==> src/rtl/alu_pkg.sv <==
// Shared types and constants for the ALU: default width, control bundle
// and the named control encodings for the common operations.
package alu_pkg;

    localparam int ALU_WIDTH = 16;

    typedef struct packed {
        logic zero_lhs;
        logic invert_lhs;
        logic zero_rhs;
        logic invert_rhs;
        logic opcode;
        logic invert_result;
    } alu_ctrl_t;

    // zl il zr ir op inv
    localparam alu_ctrl_t ALU_SUB   = 6'b010011;
    localparam alu_ctrl_t ALU_ADD   = 6'b000010;
    localparam alu_ctrl_t ALU_AND   = 6'b000000;
    localparam alu_ctrl_t ALU_OR    = 6'b010101;
    localparam alu_ctrl_t ALU_ZERO  = 6'b101010;
    localparam alu_ctrl_t ALU_ONE   = 6'b111111;
    localparam alu_ctrl_t ALU_M_ONE = 6'b111010;
    localparam alu_ctrl_t ALU_INC   = 6'b011111;

endpackage

==> src/rtl/alu_operand_cond.sv <==
// Operand conditioning: optional zeroing followed by optional inversion.
// Ports: zero_i, invert_i controls; data_i operand in; data_o conditioned.
module alu_operand_cond #(
    parameter int WIDTH = 16
) (
    input  logic             zero_i,
    input  logic             invert_i,
    input  logic [WIDTH-1:0] data_i,
    output logic [WIDTH-1:0] data_o
);

    logic [WIDTH-1:0] zeroed;

    // Zero always precedes invert, so zero+invert gives all-ones.
    assign zeroed = zero_i ? '0 : data_i;
    assign data_o = invert_i ? ~zeroed : zeroed;

endmodule

==> src/rtl/alu.sv <==
// Execute ALU: conditioned operands are ANDed or added, optionally inverted,
// and registered with one cycle of latency. Optional status flags are
// enabled with ALU_STATUS_FLAGS_EN (otherwise flag_zero/flag_neg read 0).
// Ports: clk, rst_n, in_valid, six control bits, lhs, rhs -> result,
// out_valid, flag_zero, flag_neg.
module alu
    import alu_pkg::*;
#(
    parameter int WIDTH = ALU_WIDTH
) (
    input  logic             clk,
    input  logic             rst_n,
    input  logic             in_valid,
    input  logic             zero_lhs,
    input  logic             invert_lhs,
    input  logic             zero_rhs,
    input  logic             invert_rhs,
    input  logic             opcode,
    input  logic             invert_result,
    input  logic [WIDTH-1:0] lhs,
    input  logic [WIDTH-1:0] rhs,
    output logic [WIDTH-1:0] result,
    output logic             out_valid,
    output logic             flag_zero,
    output logic             flag_neg
);

    alu_ctrl_t        ctrl;
    logic [WIDTH-1:0] x2;
    logic [WIDTH-1:0] y2;
    logic [WIDTH-1:0] r;
    logic [WIDTH-1:0] result_d;
    logic [WIDTH-1:0] result_q;
    logic             valid_q;

    assign ctrl = '{
        zero_lhs:      zero_lhs,
        invert_lhs:    invert_lhs,
        zero_rhs:      zero_rhs,
        invert_rhs:    invert_rhs,
        opcode:        opcode,
        invert_result: invert_result
    };

    alu_operand_cond #(.WIDTH(WIDTH)) u_lhs_cond (
        .zero_i   (ctrl.zero_lhs),
        .invert_i (ctrl.invert_lhs),
        .data_i   (lhs),
        .data_o   (x2)
    );

    alu_operand_cond #(.WIDTH(WIDTH)) u_rhs_cond (
        .zero_i   (ctrl.zero_rhs),
        .invert_i (ctrl.invert_rhs),
        .data_i   (rhs),
        .data_o   (y2)
    );

    // Carry-out is dropped; the sum wraps modulo 2^WIDTH.
    assign r        = ctrl.opcode ? (x2 + y2) : (x2 & y2);
    assign result_d = ctrl.invert_result ? ~r : r;

    always_ff @(posedge clk or negedge rst_n) begin
        if (!rst_n) begin
            result_q <= '0;
            valid_q  <= 1'b0;
        end else begin
            valid_q <= in_valid;
            if (in_valid) begin
                result_q <= result_d;
            end
        end
    end

    assign result    = result_q;
    assign out_valid = valid_q;

`ifdef ALU_STATUS_FLAGS_EN
    logic zero_q;
    logic neg_q;

    // Flags follow the final (post-invert) value, same hold rule as result.
    always_ff @(posedge clk or negedge rst_n) begin
        if (!rst_n) begin
            zero_q <= 1'b0;
            neg_q  <= 1'b0;
        end else if (in_valid) begin
            zero_q <= (result_d == '0);
            neg_q  <= result_d[WIDTH-1];
        end
    end

    assign flag_zero = zero_q;
    assign flag_neg  = neg_q;
`else
    assign flag_zero = 1'b0;
    assign flag_neg  = 1'b0;
`endif

endmodule

==> config.mk <==
export PLATFORM = sky130hd
export DESIGN_NAME = alu
export DESIGN_NICKNAME = d
export VERILOG_FILES = /design/src/rtl/alu_pkg.sv /design/src/rtl/alu_operand_cond.sv /design/src/rtl/alu.sv
export SDC_FILE = /design/constraint.sdc
export NUM_CORES = 1
export LEC_CHECK = 0
export ABC_AREA = 1
export CELL_PAD_IN_SITES_DETAIL_PLACEMENT = 0
export CELL_PAD_IN_SITES_GLOBAL_PLACEMENT = 2
export CORE_ASPECT_RATIO = 2
export CORE_UTILIZATION = 28
export CTS_BUF_LIST = sky130_fd_sc_hd__clkbuf_8
export CTS_CLUSTER_SIZE = 25
export DETAILED_ROUTE_END_ITERATION = 10
export HOLD_SLACK_MARGIN = 0.08
export PLACE_DENSITY = 0.85
export SLEW_MARGIN = 20
export SYNTH_ARGS = -nofsm -noshare
export SYNTH_HDL_FRONTEND = slang
export SYNTH_SLANG_ARGS = --single-unit
export TNS_END_PERCENT = 1
==> constraint.sdc <==
create_clock -name clk -period 1.19 [get_ports clk]
set_clock_uncertainty 0.2 [all_clocks]
set_input_delay 0.238 -clock clk [delete_from_list [all_inputs] [get_ports clk]]
set_output_delay 0.238 -clock clk [all_outputs]
set_load 0.03 [all_outputs]
==> results of run 1 <==
[path summary, 6_finish.rpt]
kind                                  from         end  slack [ns]  cells after the start
max in group asynchronous            rst_n   result[9]        0.55                      2
worst min register to register   result[8]   result[8]        0.30                      2
min in group clk                 result[8]   result[8]        0.30                      2
worst max-delay path                rhs[6]   result[7]       -1.01                     15
worst min-delay path                 rst_n   result[1]        0.11                      2
worst max register to register  result[12]  result[12]        0.32                      2
[what timing repair did]
action | in CTS | in global routing
pin swaps | 27 | 70
buffers inserted | 6 | 2
gates resized for setup | 91 | 89
endpoints found under the setup margin | 33 | 33
cloned | 3 | 0
[layout by cell type (no fill, tap or decap), types with 9 or more instances in the layout]
cell,instances
dlymetal6s2s_1,11
buf_6,16
buf_4,47
nand2_1,123
ha_4,14
dfrtp_1,17
clkdlybuf4s50_1,18
inv_1,65
nand3_1,28
buf_12,10
nand2_4,9
nand2_2,36
nand3_2,16
xor2_1,40
[critical path, delay by kind of cell]
family          cells  cell delay (ns)
xor+xnor            2             0.28
fa+ha+maj           1             0.30
simple gates        9             0.75
buf+inv             2             0.53
compound gates      1             0.06
[power by group]
group	internal, mW	leakage, nW	switching (mW)
Combinational	1.48	2.10	1.65
Sequential	0.684	0.205	0.0878
Clock	0.233	0.0255	0.199
Total	2.40	2.33	1.94
[state kept, by name, indices dropped and copies added, names as in the netlist]
register	count
out_valid	1
result	16
[cell usage after synthesis, drive strengths merged, types with 2 or more instances]
cell    number
and2         2
o21ai       10
buf         11
a21oi        9
nand3       44
o211ai       3
ha          16
nor2        15
or2          4
inv         72
xor2        40
dfrtp       17
xnor2        2
nand2      169
clkbuf       5
[cell type report]
type / count / area [um2]
flip-flops and latches: 17 / 425
inverters: 73 / 283
multi-input cells: 319 / 2230
clock buffers: 3 / 41.3
repair inverters: 1 / 7.51
well taps: 100 / 125
fillers: 881 / 4270
clock inverters: 1 / 5.00
repair buffers: 115 / 1200
[layer usage]
| metal | global-route usage [%] | share of wire, % |
|---|---|---|
| met1 | 16.7 | 35 |
| met5 | 0 | 0 |
| met4 | 7.75 | 2.6 |
| met2 | 36.3 | 60 |
| met3 | 0.758 | 2.1 |
[kinds of logic (layout without fill, tap and decap cells)]
| kind of cell | after synthesis | count (layout) |
|---|---|---|
| AOI/OAI and AO/OA | 23 | 23 |
| xor gates and xnor gates | 42 | 42 |
| adders and majority gates | 17 | 17 |
| buffers and inverters | 89 | 193 |
| DFF | 17 | 17 |
| other | 1 | 2 |
| and+or+nand+nor | 235 | 235 |
==> results.py, run 1 <==
metrics = {
    "clock_network": {
        "root_buffer": "clkbuf_8",
        "clk_pin_slew_ns": 0.06,
        "clockBufferDepth": 2,
        "htree_levels": 1,
        "hold_buffers": 0,
        "cts_made_buffers": 3,
        "cts_tree": "yes",
        "clkSinkCount": 17,
        "clkLatencyLatePin_ns": 0.26,
    },
    "logic_synthesis": {
        "synthXorXnorAreaFrac_pct": 14.8,
        "synthMuxAreaShare_pct": 0,
        "netlist.area_leader.share_pct": 24.8,
        "synth_edf_count": 0,
        "ys_types": 25,
        "yosys.area_share.simple_pct": 39.6,
        "syn_avg_cell_area_um2": 5.85,
        "synthAdderAreaFrac_pct": 8.87,
        "synth_flop_cell": "dfrtp_1",
        "ys_ff_latch": 17,
        "synthArstFlopShare_pct": 100,
        "synth_seq_area_share_pct": 17.1,
        "synth_top_family_by_area": "simple AND/OR/NAND/NOR gates",
        "syn_area_um2": 2480,
        "yosys-top-cells-area": "nand2_1, dfrtp_1, xor2_1",
        "netlist_instances": 424,
        "yosysWarnings": 0,
        "synth_compound_area_share_pct": 4.99,
        "yosysTopAreaCell": "nand2_1",
    },
    "finish": {
        "final_cells": 629,
        "nets": 588,
        "drive_gt1_share_pct": 36.9,
        "syn2layout_area_growth_pct": 73.9,
        "fin_util_pct": 50.3,
        "design_area_um2": 4320,
        "diodes": 0,
    },
    "floorplanning": {
        "core_area_um2": 8590,
        "num_rows": 48,
        "die_area_um2": 9270,
        "start_util_pct": 28.9,
        "die_w_um": 68.6,
        "design.portCount": 60,
        "die_y_um": 135,
    },
    "global_route": {
        "grt_pass1_wl_mm": 12.4,
        "overflow": 0,
        "grt_pass1_vias": 2753,
        "antenna_found_initial": 0,
        "grt_max_degree": 22,
        "grt_util_all_layers_pct": 17.8,
    },
    "worst_setup_path": {
        "crit_fanout": 4,
        "cp-end-kind": "flop",
        "crit_slowest_cell": "clkdlybuf4s50_1",
        "cp.arrival_ns": 2.15,
        "worstSetupStartpointType": "input port",
        "cp_cell_sequence": "clkdlybuf4s50_1 > nand2_1 > xor2_1 > inv_1 > ha_4 > nand2_4 > nor2_4 > nand3_2 > nand2_4 > xor2_1 > nand2_1 > o21ai_2 > nand2_1 > nand3_2 > nand2_1",
        "cp.required_ns": 1.14,
        "path_common_cell": "nand2_1",
        "slowest_delay_ns": 0.45,
        "path_class": "input port to flop",
    },
    "power_and_ir_drop": {
        "powerDensity_nw_per_um2": 1000,
        "leakagePower_nw": 2.33,
        "ir_worst_vdd_mv": 0.333,
        "power_mw": 4.34,
    },
    "sta": {
        "hold_violations": 0,
        "finalSetupViolCount": 33,
        "fin_crit_sh_pct": 185,
        "max_freq_ghz": 0.454,
        "min_period_ns": 2.20,
        "slew_violations": 0,
        "timing.setup.tns_ns": -14.72,
        "worst_slack_ns": -1.01,
        "rsz0062_at_grt": "true",
        "fin_hold_ws_ns": 0.115,
    },
    "drt": {
        "drt-initial-drc-count": 79,
        "avgViaCountPerCell": 4.35,
        "ant_nets": 0,
        "drc": 0,
        "first_pass_iters": 4,
        "vias": 2735,
        "drt_wl_total_mm": 7.57,
        "wl_per_cell_um": 12.0,
    },
    "placed_design": {
        "place.gp.congestion": 0.797,
        "io_buffers": 57,
        "dp_slack_ns": -1.91,
        "place_inst": 614,
        "place_area_um2": 3540,
        "dp_hpwl_mm": 5.77,
    },
    "outcome": {
        "status": "complete, but fails checks",
        "violations": "setup timing",
    },
    "hold_path": {
        "hold_class": "input port to async pin",
    },
    "run": {
        "drv_cap": 0,
    },
}
Note: power is estimated with default switching activity, not from simulation.
==> run 2, diff against run 1 <==
- MAX_ROUTING_LAYER: not set -> met4
==> run 2 against run 1 <==
Against the previous run: combinational power hardly changed; routed wire length about the same; critical endpoint unchanged; clock power about the same; the run still ends with setup timing left; largest power group unchanged; highest routed layer unchanged; clock-buffer cell count stayed put.
==> results.py, run 2 (synthesis results as in run 1) <==
metrics = {
    "outcome": {
        "status": "complete, but fails checks",
        "violations": "setup timing",
    },
    "drt": {
        "first_pass_iters": 5,
        "drt-initial-drc-count": 56,
        "avgViaCountPerCell": 4.35,
        "wl_per_cell_um": 12.0,
        "ant_nets": 0,
        "vias": 2734,
        "drc": 0,
        "drt_wl_total_mm": 7.57,
    },
    "global_route": {
        "grt_util_all_layers_pct": 18.3,
        "grt_pass1_wl_mm": 12.4,
        "grt_pass1_vias": 2754,
        "antenna_found_initial": 0,
        "grt_max_degree": 22,
        "overflow": 0,
    },
    "floorplanning": {
        "die_w_um": 68.6,
        "design.portCount": 60,
        "core_area_um2": 8590,
        "start_util_pct": 28.9,
        "die_y_um": 135,
        "die_area_um2": 9270,
        "num_rows": 48,
    },
    "worst_setup_path": {
        "cp.required_ns": 1.14,
        "crit_slowest_cell": "clkdlybuf4s50_1",
        "worstSetupStartpointType": "input port",
        "cp-end-kind": "flop",
        "crit_fanout": 4,
        "path_class": "input port to flop",
        "slowest_delay_ns": 0.45,
        "cp_cell_sequence": "clkdlybuf4s50_1 > nand2_1 > xor2_1 > inv_1 > ha_4 > nand2_2 > nand2_2 > a21oi_2 > nand2_4 > xor2_1 > nand2_1 > o211ai_1 > nand3_2 > nand2_1",
        "startpoint": "rhs[4]",
        "path_common_cell": "nand2_1",
        "worstReg2RegStart": "result[12]",
        "cp.arrival_ns": 2.15,
    },
    "finish": {
        "nets": 588,
        "drive_gt1_share_pct": 36.7,
        "final_cell_mix": "nand2_1, inv_1, buf_4",
        "diodes": 0,
        "final_cells": 629,
        "syn2layout_area_growth_pct": 73.7,
        "largest_reg_flops": 16,
        "design_area_um2": 4310,
        "fin_util_pct": 50.2,
        "final_common_cell": "nand2_1",
    },
    "sta": {
        "max_freq_ghz": 0.454,
        "fin_crit_sh_pct": 185,
        "timing.setup.tns_ns": -14.73,
        "fin_hold_ws_ns": 0.114,
        "slew_violations": 0,
        "rsz0062_at_grt": "true",
        "worst_slack_ns": -1.01,
        "finalSetupViolCount": 33,
        "hold_violations": 0,
        "min_period_ns": 2.20,
    },
    "clock_network": {
        "clk_pin_slew_ns": 0.06,
        "clkSinkCount": 17,
        "root_buffer": "clkbuf_8",
        "cts_made_buffers": 3,
        "clkLatencyLatePin_ns": 0.26,
        "clockBufferDepth": 2,
        "cts_tree": "yes",
        "htree_levels": 1,
    },
    "placed_design": {
        "dp_slack_ns": -1.91,
        "place_area_um2": 3540,
        "place_inst": 614,
        "dp_hpwl_mm": 5.77,
        "place.gp.congestion": 0.809,
        "io_buffers": 57,
    },
    "hold_path": {
        "hold_class": "input port to async pin",
    },
    "power_and_ir_drop": {
        "power_mw": 4.33,
        "leakagePower_nw": 2.33,
        "ir_worst_vdd_mv": 0.334,
        "powerDensity_nw_per_um2": 1010,
    },
    "run": {
        "drv_cap": 0,
    },
}
==> run 2: critical path: cells and delay by family <==
kind	cells	cell delay (ns)
xor gates and xnor gates	2	0.28
AOI/OAI and AO/OA	2	0.30
buffers and inverters	2	0.54
adders and majority gates	1	0.27
and+or+nand+nor	7	0.53
==> run 2: layer usage <==
metal | global-route usage, % | vias up | share of wire (%)
li1 | - | 1487 | -
met1 | 16.7 | 1186 | 35
met2 | 36.3 | 49 | 60
met3 | 0.673 | 12 | 2.0
met4 | 7.75 | 0 | 2.6
met5 | - | - | 0
==> run 2: area by class of cell <==
cell class / instances / area, um2
Clock buffer: 3 / 41.3
Clock inverter: 1 / 5.00
Fill cell: 880 / 4280
Inverter: 73 / 283
Multi-Input combinational cell: 319 / 2220
Sequential cell: 17 / 425
Tap cell: 100 / 125
Timing Repair Buffer: 115 / 1200
Timing Repair inverter: 1 / 7.51
==> run 2: what timing repair did <==
action                                  in CTS  in global routing
setup buffers                                6                  2
hold buffers                                 0                  0
endpoints found under the setup margin      33                 33
resized for setup                           91                 88
gates cloned                                 3                  0
pin swaps                                   27                 69
==> run 2: power by group <==
group	switching [mW]	internal, mW
Sequential	0.0879	0.684
Combinational	1.65	1.48
Clock	0.200	0.233
Total	1.93	2.40
==> run 2: worst paths after layout <==
check                              to  slack, ns  cells after the start
setup / recovery            result[7]      -1.01                     14
hold / removal              result[1]       0.11                      2
setup reg to reg           result[12]       0.32                      2
hold reg to reg             result[8]       0.30                      2
max in group asynchronous   result[9]       0.55                      2
min in group clk            result[8]       0.30                      2
==> run 3, diff against run 2 <==
- HOLD_SLACK_MARGIN: 0.08 -> 0.05
==> results of run 3 <==
Final layout, timing and power as in run 2 (identical DEF).
